--- src/rtl/motor_ramp_ctrl_if.sv ---
// Command handshake between a motion sequencer (master) and motor_ramp_ctrl (slave).
interface motor_ramp_ctrl_if;
  logic       cmd_valid;
  logic       cmd_ready;
  logic [2:0] cmd_level;
  logic       cmd_dir;

  modport master (output cmd_valid, output cmd_level, output cmd_dir, input cmd_ready);
  modport slave  (input cmd_valid, input cmd_level, input cmd_dir, output cmd_ready);
endinterface

--- src/rtl/motor_ramp_ctrl.sv ---
// Ramps the motor drive level one step per pwm period toward a commanded target and
// inserts a zero-output brake dwell before any direction reversal.
module motor_ramp_ctrl #(
  parameter int STEP_CYCLES  = 256,
  parameter int BRAKE_CYCLES = 1024
) (
  input  logic                  clk,
  input  logic                  rst,
  motor_ramp_ctrl_if.slave      cmd,
  input  logic                  estop,
  output logic [1:0]            speed,
  output logic                  motor_en,
  output logic                  dir,
  output logic                  busy,
  output logic                  done
);

  typedef enum logic [2:0] {IDLE, RAMP_UP, RAMP_DOWN, BRAKE, HOLD} state_t;

  localparam logic [15:0] STEP_LAST  = 16'(STEP_CYCLES - 1);
  localparam logic [15:0] BRAKE_LAST = 16'(BRAKE_CYCLES - 1);

  state_t      state;
  logic [2:0]  lvl;
  logic [2:0]  tgt_lvl;
  logic        tgt_dir;
  logic        rev_pending;
  logic [15:0] timer;

  logic [2:0]  cmd_sat;
  logic [2:0]  lvl_up;
  logic [2:0]  lvl_dn;
  logic [2:0]  lvl_m1;
  logic [2:0]  down_floor;
  logic        ready_core;
  logic        accept;
  logic        step_due;

  assign cmd_sat    = (cmd.cmd_level > 3'd4) ? 3'd4 : cmd.cmd_level;
  assign ready_core = !estop && (state == IDLE || state == HOLD);
  assign cmd.cmd_ready = rst && ready_core;
  assign accept     = cmd.cmd_valid && ready_core;
  assign lvl_up     = (lvl < 3'd4) ? lvl + 3'd1 : lvl;
  assign lvl_dn     = (lvl > 3'd0) ? lvl - 3'd1 : lvl;
  // A pending reversal always ramps all the way to zero before the brake dwell.
  assign down_floor = rev_pending ? 3'd0 : tgt_lvl;
  assign step_due   = (timer == STEP_LAST);

  assign lvl_m1   = lvl - 3'd1;
  assign speed    = (lvl != 3'd0) ? lvl_m1[1:0] : 2'd0;
  assign motor_en = (lvl != 3'd0);
  assign busy     = !(state == IDLE || state == HOLD);

  always_ff @(posedge clk or negedge rst) begin
    if (!rst) begin
      state       <= IDLE;
      lvl         <= 3'd0;
      dir         <= 1'b0;
      tgt_lvl     <= 3'd0;
      tgt_dir     <= 1'b0;
      rev_pending <= 1'b0;
      timer       <= 16'd0;
      done        <= 1'b0;
    end else begin
      done <= 1'b0;
      if (estop) begin
        state       <= IDLE;
        lvl         <= 3'd0;
        timer       <= 16'd0;
        rev_pending <= 1'b0;
      end else begin
        case (state)
          IDLE, HOLD: begin
            if (accept) begin
              tgt_lvl <= cmd_sat;
              tgt_dir <= cmd.cmd_dir;
              timer   <= 16'd0;
              if (cmd.cmd_dir != dir && lvl != 3'd0) begin
                state       <= RAMP_DOWN;
                rev_pending <= 1'b1;
              end else if (cmd.cmd_dir != dir) begin
                // Already stopped, so the reversal needs no brake dwell.
                dir <= cmd.cmd_dir;
                if (cmd_sat != 3'd0) begin
                  state <= RAMP_UP;
                end else begin
                  state <= IDLE;
                  done  <= 1'b1;
                end
              end else if (cmd_sat > lvl) begin
                state <= RAMP_UP;
              end else if (cmd_sat < lvl) begin
                state <= RAMP_DOWN;
              end else begin
                done <= 1'b1;
              end
            end
          end
          RAMP_UP: begin
            if (step_due) begin
              timer <= 16'd0;
              lvl   <= lvl_up;
              if (lvl_up >= tgt_lvl) begin
                state <= HOLD;
                done  <= 1'b1;
              end
            end else begin
              timer <= timer + 16'd1;
            end
          end
          RAMP_DOWN: begin
            if (step_due) begin
              timer <= 16'd0;
              lvl   <= lvl_dn;
              if (lvl_dn <= down_floor) begin
                if (rev_pending) begin
                  state <= BRAKE;
                end else begin
                  state <= (lvl_dn == 3'd0) ? IDLE : HOLD;
                  done  <= 1'b1;
                end
              end
            end else begin
              timer <= timer + 16'd1;
            end
          end
          BRAKE: begin
            if (timer == BRAKE_LAST) begin
              timer       <= 16'd0;
              dir         <= tgt_dir;
              rev_pending <= 1'b0;
              if (tgt_lvl != 3'd0) begin
                state <= RAMP_UP;
              end else begin
                state <= IDLE;
                done  <= 1'b1;
              end
            end else begin
              timer <= timer + 16'd1;
            end
          end
          default: state <= IDLE;
        endcase
      end
    end
  end

endmodule

--- src/flat_wrapper.sv ---
// flat-port wrapper written by rule: the top's interface ports become plain ports
module motor_ramp_ctrl_flat 
#(
  parameter int STEP_CYCLES  = 256,
  parameter int BRAKE_CYCLES = 1024
)
  (clk, rst, estop, speed, motor_en, dir, busy, done, cmd_cmd_valid, cmd_cmd_level, cmd_cmd_dir, cmd_cmd_ready);
  motor_ramp_ctrl_if cmd_i ();
  input  logic clk;
  input  logic rst;
  input  logic estop;
  output logic [1:0] speed;
  output logic motor_en;
  output logic dir;
  output logic busy;
  output logic done;
  input wire logic [$bits(cmd_i.cmd_valid)-1:0] cmd_cmd_valid;
  input wire logic [$bits(cmd_i.cmd_level)-1:0] cmd_cmd_level;
  input wire logic [$bits(cmd_i.cmd_dir)-1:0] cmd_cmd_dir;
  output wire logic [$bits(cmd_i.cmd_ready)-1:0] cmd_cmd_ready;
  assign cmd_i.cmd_valid = cmd_cmd_valid;
  assign cmd_i.cmd_level = cmd_cmd_level;
  assign cmd_i.cmd_dir = cmd_cmd_dir;
  assign cmd_cmd_ready = cmd_i.cmd_ready;
  motor_ramp_ctrl #(.STEP_CYCLES(STEP_CYCLES), .BRAKE_CYCLES(BRAKE_CYCLES)) u_core (.clk(clk), .rst(rst), .cmd(cmd_i), .estop(estop), .speed(speed), .motor_en(motor_en), .dir(dir), .busy(busy), .done(done));
endmodule
--- config.mk ---
export PLATFORM = sky130hd
export DESIGN_NAME = motor_ramp_ctrl_flat
export DESIGN_NICKNAME = d
export VERILOG_FILES = /design/src/rtl/motor_ramp_ctrl_if.sv /design/src/rtl/motor_ramp_ctrl.sv /design/src/flat_wrapper.sv
export SDC_FILE = /design/constraint.sdc
export NUM_CORES = 1
export LEC_CHECK = 0
export ABC_CLOCK_PERIOD_IN_PS = 2370
export CAP_MARGIN = 25
export CELL_PAD_IN_SITES_DETAIL_PLACEMENT = 1
export CELL_PAD_IN_SITES_GLOBAL_PLACEMENT = 2
export CORE_AREA = 10 10 82 98
export DETAILED_ROUTE_END_ITERATION = 8
export DIE_AREA = 0 0 92 108
export DONT_BUFFER_PORTS = 1
export PLACE_DENSITY_LB_ADDON = 0.1
export SLEW_MARGIN = 20
export SYNTH_ARGS = -nofsm -noshare
export SYNTH_HDL_FRONTEND = slang
export SYNTH_SLANG_ARGS = --single-unit
--- constraint.sdc ---
create_clock -name clk -period 2.37 [get_ports clk]
set_input_delay 0.1185 -clock clk [delete_from_list [all_inputs] [get_ports clk]]
set_output_delay 0.1185 -clock clk [all_outputs]
set_load 0.1 [all_outputs]
==> After elaboration in Yosys (flattened, before gate mapping) <==
Index checks and enable logic that the tools add are counted.
{ "word_totals": {"ff_bits": 29, "word_cells": 117, "input_bits": 8} }
{ "op_classes": {"mux": 55, "addsub": 3, "bitwise": 1, "magnitude_cmp": 7, "n_eq_ne": 19, "reduce_logical": 24} }
{ "op_table": {"columns": ["op", "n"], "rows": [
  ["$mux 16", 4],
  ["$mux 3", 20],
  ["$pmux 16 s3", 1],
  ["$mux 1", 24],
  ["$ne 3x2->1 const B", 7],
  ["$add 16x1->16 const B", 1],
  ["$eq 16x10->1 const B", 1],
  ["$eq 16x8->1 const B", 1],
  ["$reduce_bool 3->1", 5],
  ["$pmux 3 s4", 1],
  ["$reduce_and 7->1", 1],
  ["$eq 3x2->1 const B", 2],
  ["$logic_not 3->1", 2],
  ["$ne 2x1->1 const B", 3],
  ["$ne 6x2->1 const B", 1],
  ["$pmux 3 s2", 1],
  ["$reduce_and 3->1", 2],
  ["$reduce_and 6->1", 1],
  ["$logic_and 1x1->1", 4],
  ["$pmux 1 s2", 2],
  ["$pmux 1 s4", 1],
  ["$reduce_and 4->1", 1],
  ["$reduce_bool 4->1", 1],
  ["$reduce_or 2->1", 2],
  ["19 further kinds", 20]
]} }

==> Depth between registers and ports, before layout <==
{ "logic_depth": {"ltp_word": 10, "depth_mapped": 13} }

==> Least setup slack after synthesis <==
OpenSTA, ideal clock, no wires.
{ "synth_timing": {"path_kind": "register -> register", "from": "register u_core.lvl[0]", "to": "register u_core.state[0]", "path_stages_with_launch": 12, "arrival_ns": 3.070, "setup_time_ns": 0.078, "n_path_buf": 0, "synth_period_minus_slack_ns": 3.148, "path_slack_ns": -0.778, "required_time_ns": 2.292, "path_cell_list": "dfrtp_1 > inv_1 > ha_1 > nor2b_1 > inv_1 > ha_1 > ha_1 > a32oi_1 > nand3b_1 > a21o_1 > a21oi_1 > o2bb2ai_1"} }
{ "synth_via": {"word_cells_on_any_way": 22, "cone_classes": "add/sub (2); order compare (6); eq/ne (3); mux (8); reduce/logical (3)"} }
{ "synth_lines": {"columns": ["item", "line_no", "source"], "rows": [
  ["start, declared", "motor_ramp_ctrl.sv:24", "logic [2:0] lvl;"],
  ["start signal, assigned", "motor_ramp_ctrl.sv:102", "lvl <= lvl_up;"],
  ["start signal, assigned", "motor_ramp_ctrl.sv:114", "lvl <= lvl_dn;"],
  ["$reduce_bool 3->1 *", null, null],
  ["net motor_en", "flat_wrapper.sv:13", "output logic motor_en;"],
  ["$logic_and 1x1->1 *", "motor_ramp_ctrl.sv:78", "if (cmd.cmd_dir != dir && lvl != 3'd0) begin"],
  ["$mux 3", "motor_ramp_ctrl.sv:78", null],
  ["$mux 3", "motor_ramp_ctrl.sv:74", "if (accept) begin"],
  ["$pmux 3 s4", "motor_ramp_ctrl.sv:72", "case (state)"],
  ["$mux 3", "motor_ramp_ctrl.sv:66", "if (estop) begin"],
  ["end signal, assigned", "motor_ramp_ctrl.sv:119", "state <= (lvl_dn == 3'd0) ? IDLE : HOLD;"],
  ["end, declared", "motor_ramp_ctrl.sv:23", "state_t state;"]
]} }
Mark *: on every way through the listed nets, which the timed path passes. The rest lies on a longest branch. The select of a mux whose other input is x is not followed.
A chain may end at the register's enable or synchronous reset.

==> Final worst setup path <==
{ "layout_timing": {"from": "register u_core.lvl[1]", "to": "register u_core.state[0]"} }
{ "layout_via": {"elab_chain_len": 7, "word_cells_on_any_way": 22, "cone_classes": "add/sub (2); order compare (6); eq/ne (3); mux (8); reduce/logical (3)"} }
{ "layout_lines": {"columns": ["item"], "rows": [
  ["branches (longest 7 deep; another with $sub 3x1->3)"]
]} }
Parallel ways; which one is timed is not known. The select of a mux whose other input is x is not followed.

==> impl_metrics.env <==
export IMPL_gp_congestion=0.8312
export IMPL_overflow=0
export IMPL_required_ns=2.57
export IMPL_mostFrequentLayoutCells="45 x buf_4, 28 x dfrtp_1, 18 x nor2_1, 16 x nand2_1"
export IMPL_grt_pass1_vias=2175
export IMPL_wl_per_cell_um=17.87
export IMPL_ioPinCount=15
export IMPL_synthArstFlopShare_pct=100.0
export IMPL_grt_total_usage_pct=13.84
export IMPL_critical_path_class="register to register"
export IMPL_whs_ns=-0.1003
export IMPL_finalCritPeriodShare_pct=101.9
export IMPL_cts_tree="done"
export IMPL_cts_sinks=29
export IMPL_synth_edf_count=0
export IMPL_ant_nets=0
export IMPL_rows=32
export IMPL_grt_max_degree=30
export IMPL_max_cap_violations=0
export IMPL_drive_gt1_share_pct=32.42
export IMPL_vias_per_cell=5.351
export IMPL_multi_input_area_mm2=0.001406
export IMPL_setup_worst_path_end_class="register"
export IMPL_timing_final_ws_setup_ns=-0.04533
export IMPL_nNetsFinal=314
export IMPL_period_minus_slack_ns=2.415
export IMPL_initial_core_util_pct=34.31
export IMPL_syn_num_nets=263
export IMPL_peakVddDrop_mv=0.4405
export IMPL_via_count=2028
export IMPL_status="finished, violations left"
export IMPL_final_seq_area_um2=726.9
export IMPL_final_core_util_pct=45.23
export IMPL_max_freq_mhz=414.0
export IMPL_synth_cell_area_mm2=0.002143
export IMPL_syn2layout_area_growth_pct=31.82
export IMPL_ys_seq_area_share_pct=33.86
export IMPL_clock_root_buffer="clkbuf_8"
export IMPL_clock_latency_ns=0.28
export IMPL_final_hold_violation_count=5
export IMPL_maxSlewViolCount=0
export IMPL_dr_pass1_iters=4
export IMPL_crit_fanout=4
export IMPL_core_area_mm2=0.006246
export IMPL_p_per_area_mw_per_mm2=817.3
export IMPL_first_iter_violations=87
export IMPL_grt_pass1_wl_um=10980
export IMPL_ys_seq_elements=29
export IMPL_antenna_found_initial=1
export IMPL_fin_area_mm2=0.002825
export IMPL_dieArea_mm2=0.009936
export IMPL_cts_htree_levels=2
export IMPL_maxSlewHeadroom_pct=42.13
export IMPL_violations="negative hold slack, negative setup slack"
export IMPL_fin_tns_setup_ns=-0.07885
export IMPL_ys_warn_count=0
export IMPL_final_common_cell="buf_4"
export IMPL_finalSetupViolCount=2
export IMPL_syn_avg_cell_area_um2=8.893
export IMPL_fin_skew_ns=0.002973
export IMPL_final_instance_count_excl_fill=379
export IMPL_postSynthCellCount=241
export IMPL_start_kind="register"
export IMPL_fillers=756
export IMPL_port_buffers=0
export IMPL_crit_arrival_ns=2.62
export IMPL_cts_path_max_buffers=2
export IMPL_synth_distinct_cells=51
export IMPL_cts_made_buffers=5
export IMPL_synth_flop_cell="dfrtp_1"
export IMPL_die_h_um=108
export IMPL_fp_dieW_um=92
export IMPL_rsz0062_at_grt="true"
export IMPL_post_dp_hpwl_um=5063
export IMPL_dp_cells=358
export IMPL_wl_um=6772
export IMPL_min_path_type="input port to register"
export IMPL_path_clk_slew_ns=0.07
export IMPL_drc_errors=0
export IMPL_place_area_mm2=0.002540
export IMPL_cts_hold_buf=5
export IMPL_p_leak_nw=1.239
export IMPL_worstMarginPinSlew_ns=0.8687
[critical path, stage by stage, from the launching register on]
cell        delay [ns]
dfrtp_1           0.39
inv_2             0.09
ha_4              0.13
nor2b_4           0.17
clkinvlp_4        0.16
nor2_2            0.12
a21oi_2           0.05
ha_1              0.30
nand3b_1          0.10
a32oi_2           0.20
nand3b_1          0.15
a21o_1            0.19
a21oi_2           0.13
o2bb2ai_1         0.13
[final timing paths]
path	slack (ns)	end	cells after the start	start
max reg2reg	-0.05	u_core.state[0]$_DFFE_PN0P_	13	u_core.lvl[1]$_DFFE_PN0P_
min in group asynchronous	0.28	u_core.state[2]$_DFFE_PN0P_	2	rst
min	-0.10	u_core.lvl[0]$_DFFE_PN0P_	1	estop
max in group asynchronous	1.91	u_core.lvl[2]$_DFFE_PN0P_	2	rst
max	-0.05	u_core.state[0]$_DFFE_PN0P_	13	u_core.lvl[1]$_DFFE_PN0P_
min reg2reg	0.52	u_core.tgt_dir$_DFFE_PN0P_	1	u_core.tgt_dir$_DFFE_PN0P_
[sequential cells by signal, summed over array words and instances (netlist names)]
register,flops
u_core.dir,1
u_core.done,1
u_core.lvl,3
u_core.rev_pending,1
u_core.state,3
u_core.tgt_dir,1
u_core.tgt_lvl,3
u_core.timer,16
[report_power, final]
| group | internal [mW] | switching, mW |
|---|---|---|
| combinational | 0.466 | 0.739 |
| sequential | 0.562 | 0.0770 |
| clock | 0.262 | 0.202 |
[synth_stat cells (all sizes together), types with 5 or more instances]
cell	number	area [um^2]
nor2	20	82.58
clkbuf	6	56.31
nand2b	7	43.79
dfrtp	29	725.7
o21ai	13	68.82
xor2	6	52.55
and3	6	40.03
nor3	7	35.03
nand2	16	60.06
a21oi	19	95.09
ha	14	175.2
mux2	6	67.56
a21o	5	37.54
nand3	13	65.06
inv	16	60.06
[through the flow]
step / total power, mW / hold slack (ns) / worst slack [ns]
2_1_floorplan: 1.435 / -0.1771 / -0.5192
3_3_place_gp: 1.754 / -0.1762 / 0.001411
3_5_place_dp: 1.760 / -0.1761 / -0.04366
4_1_cts: 2.297 / -0.1148 / -0.01752
5_1_grt: 2.457 / -0.1226 / -0.1746
6_report: 2.309 / -0.1003 / -0.04533
[kinds of logic (layout without fill, tap and decap cells)]
group | after synthesis | count (layout) | synth area share [%]
simple gates | 91 | 91 | 23.47
compound gates | 68 | 68 | 21.07
flops | 29 | 29 | 33.86
buf+inv | 23 | 75 | 5.955
fa+ha+maj | 14 | 14 | 8.173
mux | 10 | 10 | 5.020
xor+xnor | 6 | 6 | 2.452
other cells | 0 | 1 | 0
[what timing repair did]
action,4_1_cts,5_1_grt
pin swaps,5,4
setup endpoints to repair,4,10
setup buffers,2,5
gates resized for setup,6,11
endpoints found under the hold margin,38,5
[routing by layer]
metal  GRT usage [%]  up-vias  wire length, um
met5               0        -                0
met4           6.071        0              157
met3           2.635       10              109
met2           26.62       14             3835
met1           14.13     1013             2670
li1                -      991                -
[layout make-up]
type                       count  share of cell area [%]
multi-input combinational    189                   49.78
clock buffer                   7                   3.410
tap                           85                   3.764
clock inverter                 1                  0.1771
inverter                      16                   2.259
timing repair buffer          51                   14.79
antenna                        1                 0.08857
sequential                    29                   25.73
Note: power is estimated with default switching activity, not from simulation.
